==> config.mk <==
export PLATFORM = sky130hd
export DESIGN_NAME = demux_4b_1_4_flat
export DESIGN_NICKNAME = d
export VERILOG_FILES = /design/src/rtl/demux_4b_1_4_if.sv /design/src/rtl/demux_4b_1_4.sv /design/src/flat_wrapper.sv
export SDC_FILE = /design/constraint.sdc
export NUM_CORES = 1
export LEC_CHECK = 0
export ABC_AREA = 1
export BUFFER_PORTS_ARGS = -buffer_cell sky130_fd_sc_hd__buf_4
export CORE_ASPECT_RATIO = 0.7
export CORE_MARGIN = 1
export CORE_UTILIZATION = 35
export CTS_BUF_LIST = sky130_fd_sc_hd__clkbuf_8 sky130_fd_sc_hd__clkbuf_16
export CTS_CLUSTER_SIZE = 28
export DETAILED_ROUTE_END_ITERATION = 10
export GPL_ROUTABILITY_DRIVEN = 0
export MAX_ROUTING_LAYER = met4
export PLACE_DENSITY = 0.6
export SLEW_MARGIN = 20
export SYNTH_ARGS = -nofsm -noshare
export SYNTH_HDL_FRONTEND = slang
export SYNTH_SLANG_ARGS = --single-unit
==> constraint.sdc <==
create_clock -name clk -period 1.2 [get_ports clk]
set_clock_uncertainty 0.1 [all_clocks]
set_input_delay 0.12 -clock clk [delete_from_list [all_inputs] [get_ports clk]]
set_output_delay 0.12 -clock clk [all_outputs]
set_load 0.005 [all_outputs]
==> src/rtl/demux_4b_1_4_if.sv <==
// demux_4b_1_4_if: muxed input bus plus the four parallel channel outputs of the demux.
// DEMUX_SYNC_CHECK_EN adds the sticky sync_err flag to the bundle.
interface demux_4b_1_4_if #(parameter int W = 4);
  logic [W-1:0] d;
  logic         d_valid;
  logic         sync;
  logic [W-1:0] f0;
  logic [W-1:0] f1;
  logic [W-1:0] f2;
  logic [W-1:0] f3;
  logic [1:0]   sel;
  logic         frame_valid;
  logic         locked;
`ifdef DEMUX_SYNC_CHECK_EN
  logic         sync_err;
  modport master (output d, d_valid, sync, input f0, f1, f2, f3, sel, frame_valid, locked, sync_err);
  modport slave  (input d, d_valid, sync, output f0, f1, f2, f3, sel, frame_valid, locked, sync_err);
`else
  modport master (output d, d_valid, sync, input f0, f1, f2, f3, sel, frame_valid, locked);
  modport slave  (input d, d_valid, sync, output f0, f1, f2, f3, sel, frame_valid, locked);
`endif
endinterface

==> src/rtl/demux_4b_1_4.sv <==
// demux_4b_1_4: splits a sync-framed 4-slot word stream into four double-buffered channels.
// DEMUX_SYNC_CHECK_EN adds a sticky sync_err for premature or missing frame syncs.
module demux_4b_1_4 #(parameter int W = 4) (
  input logic           clk,
  input logic           rst_n,
  demux_4b_1_4_if.slave bus
);
  typedef enum logic {HUNT, COLLECT} state_t;
  state_t              state_q, state_d;
  logic [1:0]          sel_q, sel_d;
  logic [2:0][W-1:0]   sh_q, sh_d;
  logic [3:0][W-1:0]   f_q, f_d;
  logic                fv_q, fv_d;
  logic                err_q, err_d;
  always_comb begin
    state_d = state_q;
    sel_d   = sel_q;
    sh_d    = sh_q;
    f_d     = f_q;
    fv_d    = 1'b0;
    err_d   = err_q;
    if (bus.d_valid) begin
      if (bus.sync) begin
        sh_d[0] = bus.d;
        sel_d   = 2'd1;
        state_d = COLLECT;
        err_d   = err_q | (state_q == COLLECT && sel_q != 2'd0);
      end else if (state_q == COLLECT) begin
        // slot 3 publishes the whole frame at once so f0..f3 stay coherent
        if (sel_q == 2'd3) begin
          f_d   = {bus.d, sh_q};
          fv_d  = 1'b1;
          sel_d = 2'd0;
        end else begin
          sh_d[sel_q] = bus.d;
          sel_d       = sel_q + 2'd1;
          err_d       = err_q | (sel_q == 2'd0);
        end
      end
    end
  end
  always_ff @(posedge clk or negedge rst_n) begin
    if (!rst_n) begin
      state_q <= HUNT;
      sel_q   <= '0;
      sh_q    <= '0;
      f_q     <= '0;
      fv_q    <= 1'b0;
      err_q   <= 1'b0;
    end else begin
      state_q <= state_d;
      sel_q   <= sel_d;
      sh_q    <= sh_d;
      f_q     <= f_d;
      fv_q    <= fv_d;
      err_q   <= err_d;
    end
  end
  assign bus.f0          = f_q[0];
  assign bus.f1          = f_q[1];
  assign bus.f2          = f_q[2];
  assign bus.f3          = f_q[3];
  assign bus.sel         = sel_q;
  assign bus.frame_valid = fv_q;
  assign bus.locked      = state_q == COLLECT;
`ifdef DEMUX_SYNC_CHECK_EN
  assign bus.sync_err    = err_q;
`else
  logic unused_err;
  assign unused_err = err_q;
`endif
endmodule

==> src/flat_wrapper.sv <==
// flat-port wrapper written by rule: the top's interface ports become plain ports
module demux_4b_1_4_flat 
#(parameter int W = 4)
  (clk, rst_n, bus_d, bus_d_valid, bus_sync, bus_f0, bus_f1, bus_f2, bus_f3, bus_sel, bus_frame_valid, bus_locked);
  demux_4b_1_4_if #(.W(W)) bus_i ();
  input logic clk;
  input logic rst_n;
  input wire logic [$bits(bus_i.d)-1:0] bus_d;
  input wire logic [$bits(bus_i.d_valid)-1:0] bus_d_valid;
  input wire logic [$bits(bus_i.sync)-1:0] bus_sync;
  output wire logic [$bits(bus_i.f0)-1:0] bus_f0;
  output wire logic [$bits(bus_i.f1)-1:0] bus_f1;
  output wire logic [$bits(bus_i.f2)-1:0] bus_f2;
  output wire logic [$bits(bus_i.f3)-1:0] bus_f3;
  output wire logic [$bits(bus_i.sel)-1:0] bus_sel;
  output wire logic [$bits(bus_i.frame_valid)-1:0] bus_frame_valid;
  output wire logic [$bits(bus_i.locked)-1:0] bus_locked;
  assign bus_i.d = bus_d;
  assign bus_i.d_valid = bus_d_valid;
  assign bus_i.sync = bus_sync;
  assign bus_f0 = bus_i.f0;
  assign bus_f1 = bus_i.f1;
  assign bus_f2 = bus_i.f2;
  assign bus_f3 = bus_i.f3;
  assign bus_sel = bus_i.sel;
  assign bus_frame_valid = bus_i.frame_valid;
  assign bus_locked = bus_i.locked;
  demux_4b_1_4 #(.W(W)) u_core (.clk(clk), .rst_n(rst_n), .bus(bus_i));
endmodule
# Word-level counts from Yosys, hierarchy flattened

Index checks and enable logic that the tools add are counted.

Bits in registers: 32
Output and inout bits: 20
Word-level logic and storage cells: 37

Add/sub/neg operators: 1
Order comparisons: 2
Eq/ne operators: 2
Mux-type cells: 13
Bitwise logic cells: 2
Reduce and logical (&&, ||, !) cells: 7

Operator list:

| cell                                                                                | count |
|---|---|
| 4-bit two-way mux                                                                   | 4 |
| 12-bit bitwise mux                                                                  | 1 |
| 4-bit demux with 2-bit select                                                       | 1 |
| 4-bit AND reduction                                                                 | 2 |
| 2-bit two-way mux                                                                   | 3 |
| 1-bit two-way mux                                                                   | 4 |
| 2-bit AND reduction                                                                 | 2 |
| 2-bit by 3-bit < comparator with 1-bit output, second input constant                | 1 |
| 3-bit AND reduction                                                                 | 1 |
| 2-bit by 1-bit adder with 2-bit output, second input constant                       | 1 |
| 2-bit equality test, second input constant                                          | 1 |
| 2-bit by 1-bit greater-or-equal comparator with 1-bit output, second input constant | 1 |
| 2-bit != test, second input constant                                                | 1 |
| 1-bit NOT                                                                           | 2 |
| 2-bit nonzero test                                                                  | 1 |
| 1-bit logical AND                                                                   | 1 |

# Longest topological paths before layout

Gate-level depths: netlist (run 1).

Depth in word-level cells: 8
Mapped depth: 8
Depth with buffers taken out: 7

# Worst setup path after synthesis (run 1)

No wires, ideal clock.

Path kind: flip-flop to flip-flop
From: reg u_core.sel_q[0] (netlist: u_core.bus.sel[0])
To: reg u_core.sh_q[10] (netlist name)
Library setup time: 0.117 ns
Arrival: 1.128 ns
Required time: 0.983 ns
Path slack: -0.145 ns
Stages on the path, launching flop included: 6
Buffers on the path: 0
Period minus slack after synthesis: 1.345 ns
Cell sequence: dfrtp_1 ha_1 nor2_4 nand3_1 nand2_1 nand2_1

Longest elaborated chain between the ends: 5
Elaborated cells on any way between the ends: 9
Classes of those cells: 2 x order compare; 1 x eq/ne; 3 x mux; 1 x bitwise; 2 x reduce/logical

RTL lines:

| element                                                                                                                                                    | line               | text |
|---|---|---|
| from (decl)                                                                                                                                                | demux_4b_1_4.sv:10 | `logic [1:0] sel_q, sel_d;` |
| from (signal assigned)                                                                                                                                     | demux_4b_1_4.sv:52 | `sel_q <= sel_d;` |
| 2-bit by 3-bit < comparator with 1-bit output (not written as such) / 2-bit by 1-bit greater-or-equal comparator with 1-bit output (equally long branches) | demux_4b_1_4.sv:35 | `sh_d[sel_q] = bus.d;` |
| 1-bit logical AND (not written as such)                                                                                                                    | demux_4b_1_4.sv:35 |  |
| 4-bit two-way mux (not written as such)                                                                                                                    | demux_4b_1_4.sv:35 |  |
| 4-bit demux with 2-bit select                                                                                                                              | -                  |  |
| 12-bit bitwise mux                                                                                                                                         | demux_4b_1_4.sv:35 |  |
| to (signal assigned)                                                                                                                                       | demux_4b_1_4.sv:46 | `sh_q <= '0;` |
| to (signal assigned)                                                                                                                                       | demux_4b_1_4.sv:53 | `sh_q <= sh_d;` |
| to (decl)                                                                                                                                                  | demux_4b_1_4.sv:11 | `logic [2:0][W-1:0] sh_q, sh_d;` |

Parallel ways exist; a longest one is shown, timed or not.
A chain may end at the register's enable or synchronous reset.

# Final worst setup path (run 1)

From: reg u_core.sel_q[0] (netlist: u_core.bus.sel[0])
To: out bus_sel[0]

RTL lines:

| element   | line               | text |
|---|---|---|
| to (decl) | flat_wrapper.sv:15 | `output wire logic [$bits(bus_i.sel)-1:0] bus_sel;` |

No word-level cell between the ends.

==> impl_metrics.yaml, run 1 <==
outcome:
  status: "complete, but fails checks"
  violations: "setup timing"
floorplanning:
  die_w_um: 76.85
  die-height_um: 54.40
  core-area_um2: 3626
  start_util: 0.3785
  std_cell_rows: 18
  die-area_um2: 4180
  num_io_pins: 28
min_path:
  min_from: "bus_d[3]"
  min_to: "u_core.sh_q[11]$_DFFE_PN0P_"
  hp-class: "input pin to flop"
  min_path_cells: 3
cts:
  htreeDepth: 2
  cts.sinks: 32
  clk_path_buf_depth: 2
  tritoncts: "done"
  cts_buffers: 5
  ctsRootBufferMaster: "clkbuf_8"
  clkTransAtPathRegs_ns: 0.07
  insertion_delay_ns: 0.28
power_and_ir_drop:
  leakagePower_uw: 0.001064
  power_density_nw_per_um2: 2013
  vdd_drop_max_mv: 0.8062
final_layout:
  num_antenna_cells: 0
  nets: 211
  drive_gt1_frac: 0.4171
  final_common_cell: "nand2_1"
  most-common-layout-cells: "53 x nand2_1, 31 x buf_4, 30 x dfrtp_1, 19 x nand2_2, 8 x nand4_1"
  area_growth_pct: 47.04
  finish.utilization: 0.5566
  fillers: 320
yosys:
  synth_simple_gate_area_frac: 0.2972
  yosysSeqAreaShare: 0.5834
  netlist_area_um2: 1373
  synth_mux_area_frac: 0
  synth_cells: 155
  ys_ff_latch: 32
  post_synth.cell_area_avg_um2: 8.855
  synth_top_family_by_area: "simple AND/OR/NAND/NOR gates"
  synthAdderAreaFrac: 0.04558
  synth_warnings: 0
  synth_compound_gate_area_share: 0.01823
  yosysUniqueCellTypes: 15
  synth_xor_area_frac: 0
  syn_nets: 168
worst_setup_path:
  rr_endpoint: "u_core.bus.f2[3]$_DFFE_PN0P_"
  timing.rr.start: "u_core.bus.sel[0]$_DFFE_PN0P_"
  cp-start-kind: "flop"
  required_ns: 0.98
  path_class: "flop to output port"
  worstSetupEndpointType: "output port"
  crit_arrival_ns: 1.12
  r2r_slack_ns: -0.14
  r2r_cells: 7
  crit_path_max_fanout: 6
global_route:
  antenna_found_initial: 0
  grt_pass1_wl_um: 4968
  grt_usage: 0.1679
  grt_max_degree: 33
  overflow: 0
  first_global_vias: 1108
timing:
  rsz0062_at_grt: "true"
  setup_viol: 30
  tightestPinTransition_ns: 0.3979
  period_needed_ns: 1.345
  relSlewSlack: 0.7348
  finalCritPeriodShare: 1.121
  maxSlewViolCount: 0
  fin_ws_ns: -0.1446
  max_freq_mhz: 743.7
  finalHoldViolations: 0
drt:
  post-route-drc-count: 0
  wl_per_cell_um: 12.83
  wirelength_um: 3195
  viasPerCell: 4.719
  dr.first_iter.drc_count: 33
  postRouteAntennaNets: 0
  vias: 1175
  firstDrtPassIters: 4
place:
  hpwlAfterDp_um: 2182
  dp_slack_ns: -0.2151
  io_buffers: 27
flow_run:
  cap_violations: 0
==> cell families after synthesis <==
kind of cell	Yosys count
compound gates	5
fa+ha+maj	5
buf+inv	16
flops	32
simple gates	97
==> Yosys cell counts (all sizes together) <==
cell | instances | area [um^2]
nand3 | 9 | 45.04
nand4 | 8 | 50.05
ha | 5 | 62.56
o21ai | 5 | 25.02
buf | 4 | 31.27
dfrtp | 32 | 800.8
inv | 12 | 45.05
nor2 | 7 | 33.78
nand2 | 73 | 279.0
==> sequential cells by signal (all words and copies together) (netlist names) <==
signal and flops:
u_core.bus.f0 4, u_core.sh_q 12, u_core.bus.sel 2, u_core.bus.locked 1, u_core.bus.f3 4, u_core.bus.f2 4, u_core.bus.frame_valid 1, u_core.bus.f1 4
==> stage by stage <==
step | total power [uW] | instance area, um^2 | hold WS (ns) | TNS [ns] | cells
after detailed placement | 2784 | 1725 | -0.01872 | -4.540 | 238
after floorplan | 2154 | 1391 | -0.2756 | -2.084 | 155
final | 4062 | 2018 | 0.01393 | -3.514 | 249
after global placement | 2763 | 1725 | -0.02554 | -3.302 | 238
after global routing | 4329 | 2018 | 0.02443 | -5.246 | 249
after CTS | 3994 | 1928 | 0.01369 | -3.491 | 247
==> where the power goes <==
group | switching, uW | internal [uW]
registers | 286 | 1480
clock network | 391 | 732
logic | 504 | 666
==> metal layers <==
metal  wire length [um]  global-route usage  share of wire
met2               1483              0.2753           0.46
met3                164             0.05333          0.051
met4                 26             0.06410         0.0081
met1               1520              0.1983           0.48
met5                  0                   -              0
==> worst max-delay path by stage <==
stage          cells past startpoint  slack [ns]                          start                            to
6_report                           3       -0.14  u_core.bus.sel[0]$_DFFE_PN0P_                    bus_sel[0]
5_1_grt                            7       -0.20  u_core.bus.sel[0]$_DFFE_PN0P_    u_core.sh_q[1]$_DFFE_PN0P_
4_1_cts                            7       -0.14  u_core.bus.sel[0]$_DFFE_PN0P_  u_core.bus.f2[3]$_DFFE_PN0P_
3_5_place_dp                       7       -0.22  u_core.bus.sel[0]$_DFFE_PN0P_  u_core.bus.f1[3]$_DFFE_PN0P_
3_3_place_gp                       7       -0.16  u_core.bus.sel[0]$_DFFE_PN0P_  u_core.bus.f2[1]$_DFFE_PN0P_
2_1_floorplan                      7       -0.10  u_core.bus.sel[1]$_DFFE_PN0P_  u_core.bus.f3[0]$_DFFE_PN0P_
==> repair_timing <==
| item | 4_1_cts | 5_1_grt |
|---|---|---|
| endpoints found under the setup margin | 32 | 32 |
| pin swaps | 16 | 10 |
| gates cloned | 0 | 1 |
| hold endpoints to repair | 32 | 0 |
| hold buffers | 1 | 0 |
| resized for setup | 21 | 16 |
| buffers inserted | 0 | 1 |
==> cell type report <==
cell class	instances	area, um^2	area share
clock buffer	7	96.34	0.04774
multi-input combinational	107	610.6	0.3025
timing repair buffer	40	367.9	0.1823
clock inverter	1	30.03	0.01488
tap	50	62.56	0.03100
inverter	12	47.55	0.02356
sequential	32	803.3	0.3980
==> critical path: stages, from the launching register on <==
cell and delay (ns):
dfrtp_2 0.46, buf_4 0.16, buf_6 0.10, buf_4 0.12
Power figures use the tool's default switching activity.
==> run 2, diff against run 1 <==
CORE_ASPECT_RATIO = default   (was 0.7)
==> run 2 against run 1 <==
Effect of this change:
- the flow still finishes with violations (setup timing)
- utilization fell by 2.2 points
- critical path depth did not move
- clock power fell by 26%
- flip-flop and latch count did not move
- sequential share of layout area rose by 0.63 points
- global-route usage barely moved
- largest cell class unchanged
==> impl_metrics.yaml, run 2 (synthesized netlist as in run 1, its figures left out) <==
outcome:
  status: "complete, but fails checks"
  violations: "setup timing"
worst_setup_path:
  path_class: "flop to output port"
  critPathBufInv: 3
  crit_path_top_delay_cell: "dfrtp_2"
  cp_common_cell: "buf_4"
  r2r_slack_ns: -0.14
  crit_path_max_fanout: 5
  worstSetupEndpointType: "output port"
  crit_arrival_ns: 1.12
  cp_top_family: "flip-flops"
  slowest_delay_ns: 0.46
  cp-start-kind: "flop"
  required_ns: 0.98
  worstPathCellList: "buf_4, buf_6, buf_4"
min_path:
  hp-class: "input pin to flop"
final_layout:
  drive_gt1_frac: 0.4138
  regMostFlops: "u_core.sh_q"
  most-common-layout-cells: "58 x nand2_1, 34 x buf_4, 30 x dfrtp_1, 13 x nand2_2, 8 x nand4_1"
  largest_reg_flops: 12
  num_antenna_cells: 0
  area_growth_pct: 44.76
  nets: 215
  final_cells: 251
  final_common_cell: "nand2_1"
place:
  hpwlAfterDp_um: 2014
  dp.cells: 234
  io_buffers: 27
  dp_slack_ns: -0.2140
timing:
  finalCritPeriodShare: 1.115
  period_needed_ns: 1.338
  fin_ws_ns: -0.1375
  maxSlewViolCount: 0
  max_freq_mhz: 747.7
  finalHoldViolations: 0
  relSlewSlack: 0.7413
  setup_viol: 29
  rsz0062_at_grt: "true"
  tightestPinTransition_ns: 0.3881
global_route:
  grt_usage: 0.1674
  antenna_found_initial: 0
  overflow: 0
  grt_pass1_wl_um: 5140
  first_global_vias: 1147
  grt_max_degree: 33
cts:
  clkTransAtPathRegs_ns: 0.06
  clk_path_buf_depth: 2
  htreeDepth: 2
  ctsRootBufferMaster: "clkbuf_8"
  cts_buffers: 5
  insertion_delay_ns: 0.28
  cts.sinks: 32
  tritoncts: "done"
floorplanning:
  die-area_um2: 4176
  std_cell_rows: 22
  start_util: 0.3694
  die_w_um: 64.62
  num_io_pins: 28
  core-area_um2: 3716
  die-height_um: 64.62
drt:
  dr.first_iter.drc_count: 46
  firstDrtPassIters: 4
  viasPerCell: 4.629
  wl_per_cell_um: 11.72
  wirelength_um: 2941
  postRouteAntennaNets: 0
  vias: 1162
  post-route-drc-count: 0
power_and_ir_drop:
  total_power_uw: 3750
  vdd_drop_max_mv: 0.6369
  leakagePower_uw: 0.001057
  power_density_nw_per_um2: 1887
flow_run:
  cap_violations: 0
## run 2: changes by cell type in the layout (fill, tap and decap cells not counted), sizes merged
| cell | previous run | this run |
|---|---|---|
| buf | 38 | 41 |
| clkbuf | 8 | 6 |
| clkinv | 0 | 2 |
| bufinv | 1 | 0 |
| dlygate4sd3 | 1 | 2 |
| nor2 | 7 | 8 |
## run 2: cell type report
cell class,instances,area (um^2)
Fill cell,346,1729
Sequential cell,32,803.3
Multi-Input combinational cell,108,614.3
Timing Repair Buffer,43,366.6
Clock buffer,6,82.58
Tap cell,48,60.06
Inverter,12,50.05
Clock inverter,2,10.01
## run 2: worst min-delay path: cells and delay by family
family | cells | cell delay (ns)
buffers and inverters | 1 | 0.09
AND/OR/NAND/NOR | 2 | 0.16
## run 2: final timing paths
kind / start / to / cells after the start
max reg2reg: u_core.bus.sel[0]$_DFFE_PN0P_ / u_core.bus.f3[1]$_DFFE_PN0P_ / 7
max: u_core.bus.sel[0]$_DFFE_PN0P_ / bus_sel[0] / 3
max in group asynchronous: rst_n / u_core.bus.sel[1]$_DFFE_PN0P_ / 2
min reg2reg: u_core.sh_q[5]$_DFFE_PN0P_ / u_core.sh_q[5]$_DFFE_PN0P_ / 2
min in group asynchronous: rst_n / u_core.bus.f2[3]$_DFFE_PN0P_ / 2
min: bus_d[0] / u_core.sh_q[8]$_DFFE_PN0P_ / 3
## run 2: timing repair
item	in CTS	in global routing
gates cloned	2	0
endpoints found under the hold margin	33	0
buffers inserted	4	2
gates resized for setup	19	20
hold buffers	2	0
endpoints found under the setup margin	31	33
pin swaps	10	6
## run 2: layer usage
layer,track usage,vias to the layer above,wire (um)
li1,-,582,-
met1,0.1930,547,1334
met2,0.2816,27,1425
met3,0.04754,6,140
met4,0.05278,0,40
met5,-,-,0
## run 2: power by group
group	internal (uW)	total, uW	switching (uW)
combinational	661	1160	503
sequential	1480	1760	274
clock	457	829	372
## run 2: metrics by stage
step | cell area (um^2) | setup TNS, ns | hold slack [ns] | utilization
finish | 1987 | -3.300 | 0.02218 | 0.5347
detailed placement | 1695 | -4.923 | -0.02538 | 0.4562
global route | 1987 | -5.506 | 0.02281 | 0.5347
CTS | 1911 | -3.369 | 0.01762 | 0.5141
floorplan | 1391 | -2.084 | -0.2756 | -
global placement | 1695 | -3.793 | -0.03292 | 0.4562
==> run 3, diff against run 2 <==
PLACE_DENSITY = 0.58   (was 0.6)
SKIP_CTS_REPAIR_TIMING = 1   (was default)
clock period = 1.58 ns   (was 1.2 ns; I/O delays follow)
==> run 3 against run 2 <==
Effect of this change:
- the flow now finishes without violations
- flip-flop and latch count stayed put
- clock-buffer cell count fell by 1
- combinational power down 34%
- utilization shrank 5.6 points
- routed wire length is 2.7% lower
- register-to-register slack better by 0.24 ns
- global-route usage down 0.39 points
- first-iteration DRC count decreased by 4.3%
- critical path depth is 4 higher
- critical endpoint is now u_core.bus.f3[1]$_DFFE_PN0P_
==> impl_metrics.yaml, run 3 (synthesized netlist as in run 1, its figures left out) <==
outcome:
  status: "finished clean"
global_route:
  grt_pass1_wl_um: 4919
  grt_usage: 0.1636
  grt_max_degree: 33
  overflow: 0
  first_global_vias: 1098
  antenna_found_initial: 0
drt:
  postRouteAntennaNets: 0
  wirelength_um: 2863
  firstDrtPassIters: 4
  vias: 1107
  post-route-drc-count: 0
  wl_per_cell_um: 11.88
  dr.first_iter.drc_count: 44
  viasPerCell: 4.593
timing:
  finalHoldViolations: 0
  finalCritPeriodShare: 0.9347
  relSlewSlack: 0.7337
  setup_viol: 0
  tightestPinTransition_ns: 0.3995
  max_freq_mhz: 677.1
  fin_ws_ns: 0.1032
  maxSlewViolCount: 0
  period_needed_ns: 1.477
final_layout:
  design_area_um2: 1780
  num_antenna_cells: 0
  finish.utilization: 0.4791
  fillers: 385
  final_common_cell: "nand2_1"
  most-common-layout-cells: "69 x nand2_1, 33 x buf_4, 32 x dfrtp_1, 10 x inv_1, 9 x nand3_1"
  regMostFlops: "u_core.sh_q"
  area_growth_pct: 29.72
  drive_gt1_frac: 0.2539
  largest_reg_flops: 12
  nets: 205
  final_cells: 241
floorplanning:
  die-height_um: 64.62
  num_io_pins: 28
  die-area_um2: 4176
  std_cell_rows: 22
  start_util: 0.3694
  die_w_um: 64.62
  core-area_um2: 3716
power_and_ir_drop:
  p_int_uw: 2011
  leakagePower_uw: 0.0009900
  total_power_uw: 2843
  power_density_nw_per_um2: 1597
  vdd_drop_max_mv: 0.5975
  p_sw_frac: 0.2925
  combPwrFrac: 0.271
  p_switching_uw: 831.5
  seqPwrFrac: 0.457
  clockPowerShare: 0.272
cts:
  clk_path_buf_depth: 2
  ctsRootBufferMaster: "clkbuf_8"
  htreeDepth: 2
  cts.sinks: 32
  tritoncts: "done"
  clkTransAtPathRegs_ns: 0.07
  insertion_delay_ns: 0.29
  cts_buffers: 5
worst_setup_path:
  worstSetupEndpointType: "flop"
  crit_arrival_ns: 1.55
  crit_path_max_fanout: 8
  required_ns: 1.65
  cp-start-kind: "flop"
  path_class: "flop to flop"
place:
  dp.cells: 230
  placed_cell_area_um2: 1634
  io_buffers: 27
  dp_slack_ns: 0.07948
  hpwlAfterDp_um: 2047
flow_run:
  cap_violations: 0
min_path:
  hp-class: "input pin to flop"
-- run 3: cell types whose count changed in the layout (fill, tap and decap cells not counted), sizes merged --
| cell | change |
|---|---|
| buf | -8 |
| bufinv | +1 |
| clkbuf | -1 |
| clkinv | -1 |
| clkinvlp | +1 |
| dlygate4sd3 | -1 |
| nor2 | -1 |
-- run 3: final timing paths --
| path | startpoint | cells past startpoint | endpoint | slack [ns] |
|---|---|---|---|---|
| max | u_core.bus.sel[1]$_DFFE_PN0P_ | 7 | u_core.bus.f3[1]$_DFFE_PN0P_ | 0.10 |
| min | bus_d_valid | 3 | u_core.bus.locked$_DFFE_PN0P_ | 0.04 |
| max reg2reg | u_core.bus.sel[1]$_DFFE_PN0P_ | 7 | u_core.bus.f3[1]$_DFFE_PN0P_ | 0.10 |
| min reg2reg | u_core.sh_q[8]$_DFFE_PN0P_ | 2 | u_core.sh_q[8]$_DFFE_PN0P_ | 0.37 |
| max in group asynchronous | rst_n | 2 | u_core.bus.f1[2]$_DFFE_PN0P_ | 0.85 |
| min in group asynchronous | rst_n | 2 | u_core.bus.f1[0]$_DFFE_PN0P_ | 0.24 |
-- run 3: per-layer routing --
metal	wire, um	up-vias	GRT usage
met2	1370	31	0.2618
met1	1281	507	0.1874
li1	-	563	-
met4	51	0	0.07500
met3	160	6	0.05106
met5	0	-	-
-- run 3: metrics by stage --
| stage | hold WS, ns | TNS, ns |
|---|---|---|
| detailed placement | 0.01981 | 0 |
| global route | 0.05444 | -0.08298 |
| finish | 0.03867 | 0 |
| floorplan | -0.2376 | 0 |
| global placement | 0.007614 | 0 |
| CTS | -0.2933 | 0 |
-- run 3: critical path: stages, from the launching register on --
cell and delay, ns:
dfrtp_1 0.39, ha_2 0.23, inv_1 0.04, nor2_1 0.10, nand2_2 0.16, buf_4 0.21
nand2_1 0.05, o21ai_1 0.07
-- run 3: cell type report --
class                   count  area, um^2  share of cell area
flip-flops and latches     32       800.8              0.4498
clock inverters             3       42.54             0.02389
well taps                  48       60.06             0.03373
repair buffers             34       257.7              0.1448
multi-input cells         107       503.0              0.2825
inverters                  12       47.55             0.02670
clock buffers               5       68.82             0.03865
-- run 3: power by group through the flow --
stage          Combinational [uW]  Clock (uW)  Sequential [uW]
6_report                      770         774             1300
5_1_grt                       884         839             1340
4_1_cts                       764         796             1310
3_5_place_dp                  758           0             1320
3_3_place_gp                  737           0             1300
2_1_floorplan                 324           0             1300
